File: src/rtl/vector_ld_st_if.sv
// Bus between the CPU/memory side and the vector load/store unit.
// The master modport is the environment (CPU request plus memory read data);
// the slave modport is the load/store unit itself.
interface vector_ld_st_if #(
    parameter int WORD_W = 32,
    parameter int LANES  = 4
);
    logic                     mem_wen;
    logic                     mem_wen_v;
    logic [WORD_W-1:0]        mem_data;
    logic [WORD_W*LANES-1:0]  input_vector_A;
    logic [WORD_W*LANES-1:0]  input_vector_B;
    logic [WORD_W*LANES-1:0]  output_vector;
    logic                     stall_cpu;
    logic                     mem_wen_output;
    logic [WORD_W-1:0]        m_address;
    logic [WORD_W-1:0]        to_mem_data;

    modport master (
        output mem_wen, mem_wen_v, mem_data, input_vector_A, input_vector_B,
        input  output_vector, stall_cpu, mem_wen_output, m_address, to_mem_data
    );

    modport slave (
        input  mem_wen, mem_wen_v, mem_data, input_vector_A, input_vector_B,
        output output_vector, stall_cpu, mem_wen_output, m_address, to_mem_data
    );
endinterface

File: src/rtl/vector_ld_st.sv
// Vector load/store unit: scalar accesses pass straight through to a
// single-port word memory; a vector access is split into LANES one-word
// beats while the CPU is stalled, and loaded lanes collect in output_vector.
module vector_ld_st #(
    parameter int WORD_W      = 32,
    parameter int LANES       = 4,
    parameter int ADDR_STRIDE = 4
) (
    input  logic          clk,
    input  logic          rst,
    vector_ld_st_if.slave bus
);
    localparam int VEC_W  = WORD_W * LANES;
    localparam int BEAT_W = (LANES > 1) ? $clog2(LANES) : 1;

    typedef enum logic [1:0] {IDLE, BUSY, DONE} state_t;

    state_t            state_q;
    logic [BEAT_W-1:0] beat_q;
    logic [WORD_W-1:0] base_q;
    logic [VEC_W-1:0]  data_q;
    logic [VEC_W-1:0]  out_q;
    logic              op_store_q;
    logic [WORD_W-1:0] lane_data;
    logic [WORD_W-1:0] beat_addr;
    logic              unused_a_hi;

    // Only the low word of the address operand carries the base address.
    assign unused_a_hi = ^bus.input_vector_A[VEC_W-1:WORD_W];

    // Latched store-data lane for the current beat.
    always_comb begin
        lane_data = '0;
        for (int unsigned i = 0; i < LANES; i++) begin
            if (beat_q == BEAT_W'(i)) begin
                lane_data = data_q[i*WORD_W +: WORD_W];
            end
        end
    end

    // Lane address wraps modulo 2^WORD_W.
    assign beat_addr = base_q + WORD_W'(ADDR_STRIDE) * WORD_W'(beat_q);

    // Sequencer: latch the request, walk the beats, collect loaded lanes.
    always_ff @(posedge clk or negedge rst) begin
        if (!rst) begin
            state_q    <= IDLE;
            beat_q     <= '0;
            base_q     <= '0;
            data_q     <= '0;
            op_store_q <= 1'b0;
            out_q      <= '0;
        end else begin
            case (state_q)
                IDLE: begin
                    if (bus.mem_wen_v) begin
                        base_q     <= bus.input_vector_A[WORD_W-1:0];
                        data_q     <= bus.input_vector_B;
                        op_store_q <= bus.mem_wen;
                        beat_q     <= '0;
                        state_q    <= BUSY;
                    end
                end
                BUSY: begin
                    for (int unsigned i = 0; i < LANES; i++) begin
                        if (!op_store_q && beat_q == BEAT_W'(i)) begin
                            out_q[i*WORD_W +: WORD_W] <= bus.mem_data;
                        end
                    end
                    if (beat_q == BEAT_W'(LANES - 1)) begin
                        state_q <= DONE;
                    end else begin
                        beat_q <= beat_q + 1'b1;
                    end
                end
                DONE: begin
                    // A request still held here is ignored; it is taken up in IDLE.
                    state_q <= IDLE;
                end
                default: state_q <= IDLE;
            endcase
        end
    end

    // Memory-side outputs and CPU stall. The scalar path and the request
    // stall must react in the same cycle, so these decode the registered
    // state combinationally; reset forces them all low.
    always_comb begin
        bus.stall_cpu      = 1'b0;
        bus.mem_wen_output = 1'b0;
        bus.m_address      = '0;
        bus.to_mem_data    = '0;
        if (rst) begin
            case (state_q)
                IDLE: begin
                    if (bus.mem_wen_v) begin
                        bus.stall_cpu = 1'b1;
                    end else begin
                        bus.m_address      = bus.input_vector_A[WORD_W-1:0];
                        bus.to_mem_data    = bus.input_vector_B[WORD_W-1:0];
                        bus.mem_wen_output = bus.mem_wen;
                    end
                end
                BUSY: begin
                    bus.stall_cpu      = 1'b1;
                    bus.m_address      = beat_addr;
                    bus.mem_wen_output = op_store_q;
                    bus.to_mem_data    = op_store_q ? lane_data : '0;
                end
                DONE: begin
                    bus.m_address = base_q;
                end
                default: ;
            endcase
        end
    end

    assign bus.output_vector = out_q;
endmodule

File: src/flat_wrapper.sv
// flat-port wrapper written by rule: the top's interface ports become plain ports
module vector_ld_st_flat 
#(
    parameter int WORD_W      = 32,
    parameter int LANES       = 4,
    parameter int ADDR_STRIDE = 4
)
  (clk, rst, bus_mem_wen, bus_mem_wen_v, bus_mem_data, bus_input_vector_A, bus_input_vector_B, bus_output_vector, bus_stall_cpu, bus_mem_wen_output, bus_m_address, bus_to_mem_data);
  vector_ld_st_if #(.WORD_W(WORD_W), .LANES(LANES)) bus_i ();
  input  logic clk;
  input  logic rst;
  input wire logic [$bits(bus_i.mem_wen)-1:0] bus_mem_wen;
  input wire logic [$bits(bus_i.mem_wen_v)-1:0] bus_mem_wen_v;
  input wire logic [$bits(bus_i.mem_data)-1:0] bus_mem_data;
  input wire logic [$bits(bus_i.input_vector_A)-1:0] bus_input_vector_A;
  input wire logic [$bits(bus_i.input_vector_B)-1:0] bus_input_vector_B;
  output wire logic [$bits(bus_i.output_vector)-1:0] bus_output_vector;
  output wire logic [$bits(bus_i.stall_cpu)-1:0] bus_stall_cpu;
  output wire logic [$bits(bus_i.mem_wen_output)-1:0] bus_mem_wen_output;
  output wire logic [$bits(bus_i.m_address)-1:0] bus_m_address;
  output wire logic [$bits(bus_i.to_mem_data)-1:0] bus_to_mem_data;
  assign bus_i.mem_wen = bus_mem_wen;
  assign bus_i.mem_wen_v = bus_mem_wen_v;
  assign bus_i.mem_data = bus_mem_data;
  assign bus_i.input_vector_A = bus_input_vector_A;
  assign bus_i.input_vector_B = bus_input_vector_B;
  assign bus_output_vector = bus_i.output_vector;
  assign bus_stall_cpu = bus_i.stall_cpu;
  assign bus_mem_wen_output = bus_i.mem_wen_output;
  assign bus_m_address = bus_i.m_address;
  assign bus_to_mem_data = bus_i.to_mem_data;
  vector_ld_st #(.WORD_W(WORD_W), .LANES(LANES), .ADDR_STRIDE(ADDR_STRIDE)) u_core (.clk(clk), .rst(rst), .bus(bus_i));
endmodule
File: config.mk
export PLATFORM = sky130hd
export DESIGN_NAME = vector_ld_st_flat
export DESIGN_NICKNAME = d
export VERILOG_FILES = /design/src/rtl/vector_ld_st_if.sv /design/src/rtl/vector_ld_st.sv /design/src/flat_wrapper.sv
export SDC_FILE = /design/constraint.sdc
export NUM_CORES = 1
export LEC_CHECK = 0
export CAP_MARGIN = 30
export CORE_AREA = 4 4 189 191
export CTS_BUF_LIST = sky130_fd_sc_hd__clkbuf_4 sky130_fd_sc_hd__clkbuf_8
export CTS_CLUSTER_SIZE = 24
export DETAILED_ROUTE_END_ITERATION = 7
export DIE_AREA = 0 0 193 195
export GPL_ROUTABILITY_DRIVEN = 0
export PLACE_DENSITY = 0.7
export SLEW_MARGIN = 20
export SYNTH_ARGS = -nofsm -noshare
export SYNTH_HDL_FRONTEND = slang
export SYNTH_SLANG_ARGS = --single-unit
File: constraint.sdc
create_clock -name clk -period 5.15 [get_ports clk]
set_input_delay 1.545 -clock clk [delete_from_list [all_inputs] [get_ports clk]]
set_output_delay 1.545 -clock clk [all_outputs]
set_load 0.01 [all_outputs]
==> results of run 1 <==
power by group:
group	switching (uW)	internal (uW)	total, uW
registers	777	3480	4260
clock network	924	1250	2170
logic	2140	2910	5050
total	3840	7640	11500
cell families after synthesis:
logic type / after synthesis / synth area share
buf+inv: 77 / 0.0301
mux: 288 / 0.243
simple gates: 138 / 0.0574
flops: 293 / 0.550
compound gates: 204 / 0.0983
fa+ha+maj: 7 / 0.00713
xor+xnor: 22 / 0.0144
sequential cells by signal, summed over array words and instances (netlist names):
name,count
u_core.base_q,32
u_core.beat_q,2
u_core.bus.output_vector,128
u_core.data_q,128
u_core.op_store_q,1
u_core.state_q,2
how the worst max path moves through the flow:
stage | startpoint | to | slack (ns) | depth (start not counted)
2_1_floorplan | rst | bus_to_mem_data[10] | 0.94 | 8
3_3_place_gp | bus_mem_wen_v | bus_m_address[16] | 0.07 | 6
3_5_place_dp | bus_mem_wen_v | bus_m_address[16] | 0.06 | 6
4_1_cts | bus_mem_wen_v | bus_m_address[16] | 0.05 | 6
5_1_grt | bus_mem_wen_v | bus_m_address[16] | -0.03 | 6
6_report | bus_mem_wen_v | bus_m_address[16] | 0.06 | 6
stage by stage:
stage                     instance area [sq um]  utilization  setup TNS (ns)
after floorplan                           13300            -               0
after global placement                    17700        0.519               0
after detailed placement                  17700        0.520               0
after CTS                                 18800        0.551               0
after global routing                      18800        0.551         -0.0550
final                                     18800        0.551               0
layer usage:
metal	vias to the layer above	part of all wire
met5	-	0
met4	0	0.019
met3	52	0.11
met2	399	0.47
met1	5032	0.41
li1	4586	-
critical path, delay by kind of cell:
kind | cells | cell delay [ns]
simple gates | 1 | 0.22
compound gates | 2 | 0.40
buf+inv | 3 | 1.37
synthesized netlist by cell type (all sizes together), types with 2 or more instances:
master | count | share of area
dfrtp | 293 | 0.55
mux2 | 288 | 0.24
a22oi | 89 | 0.050
nor2 | 58 | 0.017
a21oi | 46 | 0.017
buf | 41 | 0.020
o21ai | 40 | 0.015
clkbuf | 30 | 0.0084
nand2 | 22 | 0.0062
xor2 | 17 | 0.011
o22ai | 16 | 0.0080
nand4 | 13 | 0.0070
nand3 | 8 | 0.0039
and3 | 7 | 0.0035
ha | 6 | 0.0056
inv | 6 | 0.0017
nor4 | 5 | 0.0035
xnor2 | 5 | 0.0033
and2 | 4 | 0.0019
nor3b | 4 | 0.0052
a31oi | 3 | 0.0014
nand2b | 3 | 0.0014
nand3b | 3 | 0.0017
nor3 | 3 | 0.0019
a211o | 2 | 0.0013
and4 | 2 | 0.0013
nor2b | 2 | 0.00094
cell type report:
class                           count  area, sq um  area share
Clock buffer                       78          973      0.0517
Clock inverter                      8         72.6     0.00386
Inverter                            6         22.5     0.00120
Multi-Input combinational cell    659         5630       0.299
Sequential cell                   293         7330       0.390
Tap cell                          455          569      0.0303
Timing Repair Buffer              422         4220       0.224
cells in the final DEF, fill, tap and decap left out, types with 10 or more instances in the layout:
cell | synthesis | layout
o21ai_0 | 10 | 10
clkbuf_8 | 0 | 62
xor2_1 | 17 | 17
o22ai_1 | 15 | 15
o21ai_1 | 30 | 30
buf_4 | 17 | 28
dfrtp_1 | 293 | 293
clkdlybuf4s50_1 | 0 | 387
a21oi_1 | 46 | 46
clkbuf_4 | 0 | 16
a22oi_1 | 89 | 89
mux2_2 | 276 | 276
nand4_1 | 11 | 11
nand2_1 | 22 | 22
nor2_1 | 56 | 56
mux2_1 | 12 | 12
repair_timing:
item / in CTS / in global routing
hold buffers: 0 / 0
gates resized for setup: 0 / 2
setup endpoints to repair: 0 / 3
==> results.json, run 1 <==
{
  "status": "finished clean",
  "use_met3": 0.0747,
  "post_cts_buffers": 0,
  "crit_chain": "clkdlybuf4s50_1 -> nor3_2 -> buf_4 -> a22oi_1 -> o221ai_1 -> clkdlybuf4s50_1",
  "wire_per_inst_um": 20.1,
  "grt_setup_unrepaired": "true",
  "criticalPathCategory": "input port to output pin",
  "post-place-ws_ns": 0.0628,
  "synthCells": 1029,
  "worstHoldEndpoint": "u_core.bus.output_vector[114]",
  "rows": 68,
  "antenna_left": 0,
  "crit_top_cell": "clkdlybuf4s50_1",
  "antenna_found_initial": 2,
  "grt_util_all_layers": 0.199,
  "min_from": "u_core.bus.output_vector[114]",
  "yosysSeqAreaShare": 0.550,
  "powerDensity_nw_per_um2": 610,
  "setup_violations": 0,
  "nets": 1731,
  "finClkSkew_ns": 0.0211,
  "start_util": 0.391,
  "reg2reg_slack_ns": 2.70,
  "met1_usage": 0.252,
  "fin_crit_ns": 5.09,
  "wirelength_um": 38700,
  "maxSlewHeadroom": 0.452,
  "clkTransAtPathRegs_ns": 0.05,
  "vias": 10100,
  "ys.warnings.count": 0,
  "min_path_cells": 1,
  "synth_cell_types": 53,
  "avgSynthCellArea_sq_um": 13.0,
  "tightest_slew_ns": 0.822,
  "vias_per_cell": 5.24,
  "reg2reg_depth": 6,
  "layout-drive-gt1-share": 0.285,
  "whs_ns": 0.482,
  "fmax_ghz": 0.197,
  "portBuffers": 389,
  "power_uw": 11500,
  "ys_ff_latch": 293,
  "hold_path_class": "flop to flop",
  "drv_cap": 0,
  "drc": 0,
  "dp.cells": 1834,
  "hold_viol_final": 0,
  "area_growth_pct": 41.0,
  "grt_pass1_vias": 10600,
  "maxSlewViolCount": 0,
  "cp.required_ns": 3.61,
  "synthArstFlopShare": 1.00,
  "top_usage_layer": "met2",
  "final_cells": 1921,
  "crit_fanout": 23,
  "worstSkewPairLatency_ns": 0.57,
  "insertedDiodeCount": 0,
  "cts.sinks": 293,
  "ctsHtreeMaxLevel": 2,
  "place_hpwl_um": 27000,
  "p_leak_uw": 0.00759,
  "root_buffer": "clkbuf_8",
  "slowest_delay_ns": 0.59,
  "core-area_sq_um": 34100,
  "floorplan.die_area_sq_um": 37600,
  "reg2reg_to": "u_core.bus.output_vector[42]",
  "peakVddDrop_v": 0.000272,
  "cp.arrival_ns": 3.54,
  "grt_pass1_wl_um": 60100,
  "r2r_start": "u_core.beat_q[1]",
  "synth_flop_cell": "dfrtp_1",
  "use_met2": 0.323,
  "grt.overflow.total": 0,
  "period_share": 0.988,
  "cts_tree": "done",
  "drt_iter0_drc": 422,
  "grt_max_degree": 81,
  "finalWorstSetupSlack_ns": 0.0641,
  "syn_nets": 1328,
  "fill_cells": 2883,
  "die_w_um": 193,
  "synth_area_sq_um": 13300,
  "top_level_ports": 486,
  "cts_buffers": 50,
  "cp_slowest_cell": "clkdlybuf4s50_1",
  "worstSetupStartpointType": "input port",
  "end_kind": "output pin",
  "clockBufferDepth": 3,
  "firstDrtPassIters": 5,
  "die_h_um": 195,
  "synth-edff-count": 0
}
Power figures use the tool's default switching activity.
==> inputs of run 2 (changes only) <==
- ABC_CLOCK_PERIOD_IN_PS: unset -> 5150
- GPL_TIMING_DRIVEN: unset -> 0
==> results.json, run 2 (synthesis gave the netlist of run 1 again) <==
{
  "fmax_ghz": 0.197,
  "final_cell_mix": "clkdlybuf4s50_1 (375), dfrtp_1 (293), mux2_2 (276)",
  "hold_viol_final": 0,
  "ctsHtreeMaxLevel": 2,
  "finalWorstSetupSlack_ns": 0.0735,
  "rows": 68,
  "ctsHoldBuffers": 0,
  "p_leak_uw": 0.00801,
  "layout-drive-gt1-share": 0.293,
  "nets": 1779,
  "worstSkewPairLatency_ns": 0.56,
  "cp.required_ns": 3.61,
  "peakVddDrop_v": 0.000279,
  "vias_per_cell": 5.30,
  "firstDrtPassIters": 5,
  "powerDensity_nw_per_um2": 609,
  "crit_fanout": 10,
  "maxSlewViolCount": 0,
  "clkTransAtPathRegs_ns": 0.05,
  "layout_commonest_cell": "clkdlybuf4s50_1",
  "drt_iter0_drc": 470,
  "grt_setup_unrepaired": "false",
  "place_hpwl_um": 30900,
  "grt_pass1_vias": 11000,
  "final_cell_area_sq_um": 19200,
  "wirelength_um": 42300,
  "criticalPathCategory": "input port to output pin",
  "grt_pass1_wl_um": 64400,
  "setup_violations": 0,
  "grt.overflow.total": 0,
  "cts_tree": "done",
  "maxSlewHeadroom": 0.510,
  "wire_per_inst_um": 21.5,
  "placed_cell_area_sq_um": 17900,
  "cts_buffers": 50,
  "cp.arrival_ns": 3.53,
  "portBuffers": 389,
  "vias": 10400,
  "die_h_um": 195,
  "cts.sinks": 293,
  "status": "finished clean",
  "end_kind": "output pin",
  "final_util": 0.563,
  "start_util": 0.391,
  "worstSetupStartpointType": "input port",
  "fin_crit_ns": 5.08,
  "grt_util_all_layers": 0.217,
  "grt_max_degree": 90,
  "post-place-ws_ns": -1.51,
  "die_w_um": 193,
  "hold_path_class": "flop to flop",
  "final_cells": 1970,
  "top_level_ports": 486,
  "drv_cap": 0,
  "core-area_sq_um": 34100,
  "antenna_left": 0,
  "finClkSkew_ns": 0.0155,
  "clockBufferDepth": 3,
  "dp.cells": 1876,
  "area_growth_pct": 44.1,
  "drc": 0,
  "antenna_found_initial": 0,
  "period_share": 0.986,
  "root_buffer": "clkbuf_8",
  "tightest_slew_ns": 0.731,
  "power_uw": 11700,
  "floorplan.die_area_sq_um": 37600
}
[run 2: what timing repair did]
action	4_1_cts	5_1_grt
pin swaps	1	1
cloned	5	1
setup endpoints to repair	66	29
gates resized for setup	19	16
setup buffers	2	1
[run 2: final cells by class]
type                            instances  area, sq um
Timing Repair Buffer                  400         4200
Clock inverter                          4         47.5
Antenna cell                            1         2.50
Buffer                                 70          398
Clock buffer                           82         1030
Multi-Input combinational cell        659         5620
Inverter                                6         22.5
Fill cell                            2865        14900
Sequential cell                       293         7330
Tap cell                              455          569
[run 2: per-stage QoR]
stage,hold slack [ns],TNS [ns]
final,0.482,0
after CTS,0.489,0
after floorplan,0.474,0
after detailed placement,0.477,-73.52
after global routing,0.509,0
after global placement,0.468,-3667.91
[run 2: critical path: stages]
cell	delay, ns
dlygate4sd2_1	0.32
nor3_4	0.27
and2_0	0.17
clkbuf_2	0.23
buf_4	0.24
a22oi_1	0.10
o21ai_2	0.09
clkdlybuf4s50_1	0.56
[run 2: final timing paths]
kind / start / end / slack, ns / cells past startpoint
min in group asynchronous: rst / u_core.bus.output_vector[87] / 0.82 / 1
hold reg to reg: u_core.bus.output_vector[117] / u_core.bus.output_vector[117] / 0.48 / 1
max in group asynchronous: rst / u_core.base_q[14] / 3.65 / 2
setup reg to reg: u_core.beat_q[1] / u_core.bus.output_vector[42] / 2.74 / 6
setup / recovery: bus_mem_wen_v / bus_to_mem_data[3] / 0.07 / 8
hold / removal: u_core.bus.output_vector[117] / u_core.bus.output_vector[117] / 0.48 / 1
[run 2: power breakdown]
group / switching (uW) / internal (uW) / total (uW)
logic: 2270 / 2960 / 5230
registers: 758 / 3490 / 4240
clock network: 933 / 1300 / 2230
[run 2: layer usage]
layer,track usage,share of wire,vias up
met5,0,0,-
met4,0.0532,0.022,0
met3,0.0731,0.10,69
met2,0.359,0.48,426
met1,0.275,0.40,5238
li1,-,-,4702
==> inputs of run 3 (changes only) <==
- CORE_AREA: 4 4 189 191 -> 4 4 187 189
- DIE_AREA: 0 0 193 195 -> 0 0 191 193
- DONT_BUFFER_PORTS: unset -> 1
- PLACE_DENSITY: 0.7 -> 0.52
==> results.json, run 3 (synthesis gave the netlist of run 1 again) <==
{
  "status": "finished with violations",
  "violations": "setup timing",
  "crit_fanout": 294,
  "peakVddDrop_v": 0.000277,
  "finalWorstSetupSlack_ns": -0.231,
  "clkTransAtPathRegs_ns": 0.06,
  "reg2reg_slack_ns": 2.75,
  "layout-drive-gt1-share": 0.385,
  "start_util": 0.401,
  "rows": 67,
  "wire_per_inst_um": 24.9,
  "antenna_found_initial": 15,
  "maxSlewHeadroom": 0.328,
  "setup_violations": 42,
  "r2r_start": "u_core.beat_q[1]",
  "grt_setup_unrepaired": "false",
  "top_level_ports": 486,
  "vias_per_cell": 5.63,
  "drc": 0,
  "worstSetupStartpointType": "input port",
  "criticalPathCategory": "input port to output pin",
  "clockBufferDepth": 3,
  "reg2reg_depth": 6,
  "hold_path_class": "flop to flop",
  "fmax_ghz": 0.186,
  "powerDensity_nw_per_um2": 678,
  "drt_iter0_drc": 430,
  "cp.required_ns": 3.61,
  "worstHoldEndpoint": "u_core.data_q[93]",
  "drv_cap": 0,
  "area_growth_pct": 12.7,
  "nets": 1382,
  "min_path_cells": 1,
  "grt.overflow.total": 0,
  "cts_buffers": 52,
  "fill_cells": 3125,
  "grt_util_all_layers": 0.204,
  "grt_pass1_vias": 9326,
  "portBuffers": 0,
  "layout_commonest_cell": "dfrtp_1",
  "finClkSkew_ns": 0.0135,
  "hold_viol_final": 0,
  "firstDrtPassIters": 5,
  "cp.arrival_ns": 3.84,
  "setup_tns_ns": -7.15,
  "final_cell_area_sq_um": 15000,
  "die_h_um": 193,
  "end_kind": "output pin",
  "die_w_um": 191,
  "ctsHtreeMaxLevel": 2,
  "root_buffer": "clkbuf_8",
  "maxSlewViolCount": 0,
  "wirelength_um": 39200,
  "final_cell_mix": "dfrtp_1 (293), mux2_2 (276), a22oi_1 (89)",
  "core-area_sq_um": 33300,
  "placed_cell_area_sq_um": 13900,
  "vias": 8869,
  "grt_pass1_wl_um": 58300,
  "floorplan.die_area_sq_um": 36900,
  "worstSkewPairLatency_ns": 0.57,
  "fin_crit_ns": 5.38,
  "cts.sinks": 293,
  "tightest_slew_ns": 1.01,
  "grt_max_degree": 295,
  "antenna_left": 0,
  "min_from": "u_core.data_q[93]",
  "ctsHoldBuffers": 0,
  "place_hpwl_um": 27900,
  "reg2reg_to": "u_core.bus.output_vector[42]",
  "period_share": 1.04,
  "p_leak_uw": 0.00618,
  "cts_tree": "done"
}
-- run 3: cell count changes in the layout (fill, tap and decap cells not counted), sizes merged, moves of 5 or more --
cell and delta:
buf -6, clkdlybuf4s50 -375, diode +6, dlymetal6s2s -10, bufbuf -5
-- run 3: how the worst max path moves through the flow --
stage | from | endpoint | cells after the start
floorplan | rst | bus_to_mem_data[10] | 8
global placement | rst | bus_to_mem_data[1] | 6
detailed placement | rst | bus_to_mem_data[1] | 6
CTS | rst | bus_to_mem_data[1] | 6
global route | u_core.beat_q[1] | bus_to_mem_data[0] | 9
finish | rst | bus_m_address[27] | 5
-- run 3: final cells by class --
type / instances / area [sq um] / area share
Sequential cell: 293 / 7330 / 0.488
Multi-Input combinational cell: 659 / 5620 / 0.374
Clock buffer: 85 / 1030 / 0.0687
Tap cell: 448 / 561 / 0.0373
Buffer: 71 / 383 / 0.0255
Clock inverter: 7 / 66.3 / 0.00441
Inverter: 6 / 22.5 / 0.00150
Antenna cell: 7 / 17.5 / 0.00117
-- run 3: timing repair --
action	4_1_cts	5_1_grt
gates resized for setup	0	8
setup endpoints to repair	0	29
buffers inserted	0	0
endpoints found under the hold margin	0	0
-- run 3: where the power goes --
group	switching, uW	internal [uW]
logic	1630	1680
clock network	957	1310
registers	1130	3490
total	3710	6480
-- run 3: metrics by stage --
stage,worst slack [ns],power (uW),hold slack (ns),util,std cells
floorplan,0.936,7000,0.474,-,1029
global placement,0.121,7910,0.484,0.418,1477
detailed placement,0.141,7990,0.494,0.418,1477
CTS,0.144,10300,0.509,0.451,1569
global route,0.0966,10900,0.516,0.451,1574
finish,-0.231,10200,0.504,0.452,1576
-- run 3: critical path, stage by stage --
cell and delay, ns:
clkbuf_2 0.43, nand2_1 0.12, clkbuf_1 0.46, clkbuf_1 0.52, o22ai_1 0.26
-- run 3: per-layer routing --
layer,vias up,track usage,routed length [um]
li1,3917,-,-
met1,4500,0.247,15500
met2,364,0.327,18400
met3,72,0.0952,4410
met4,16,0.0597,866
met5,-,0,85
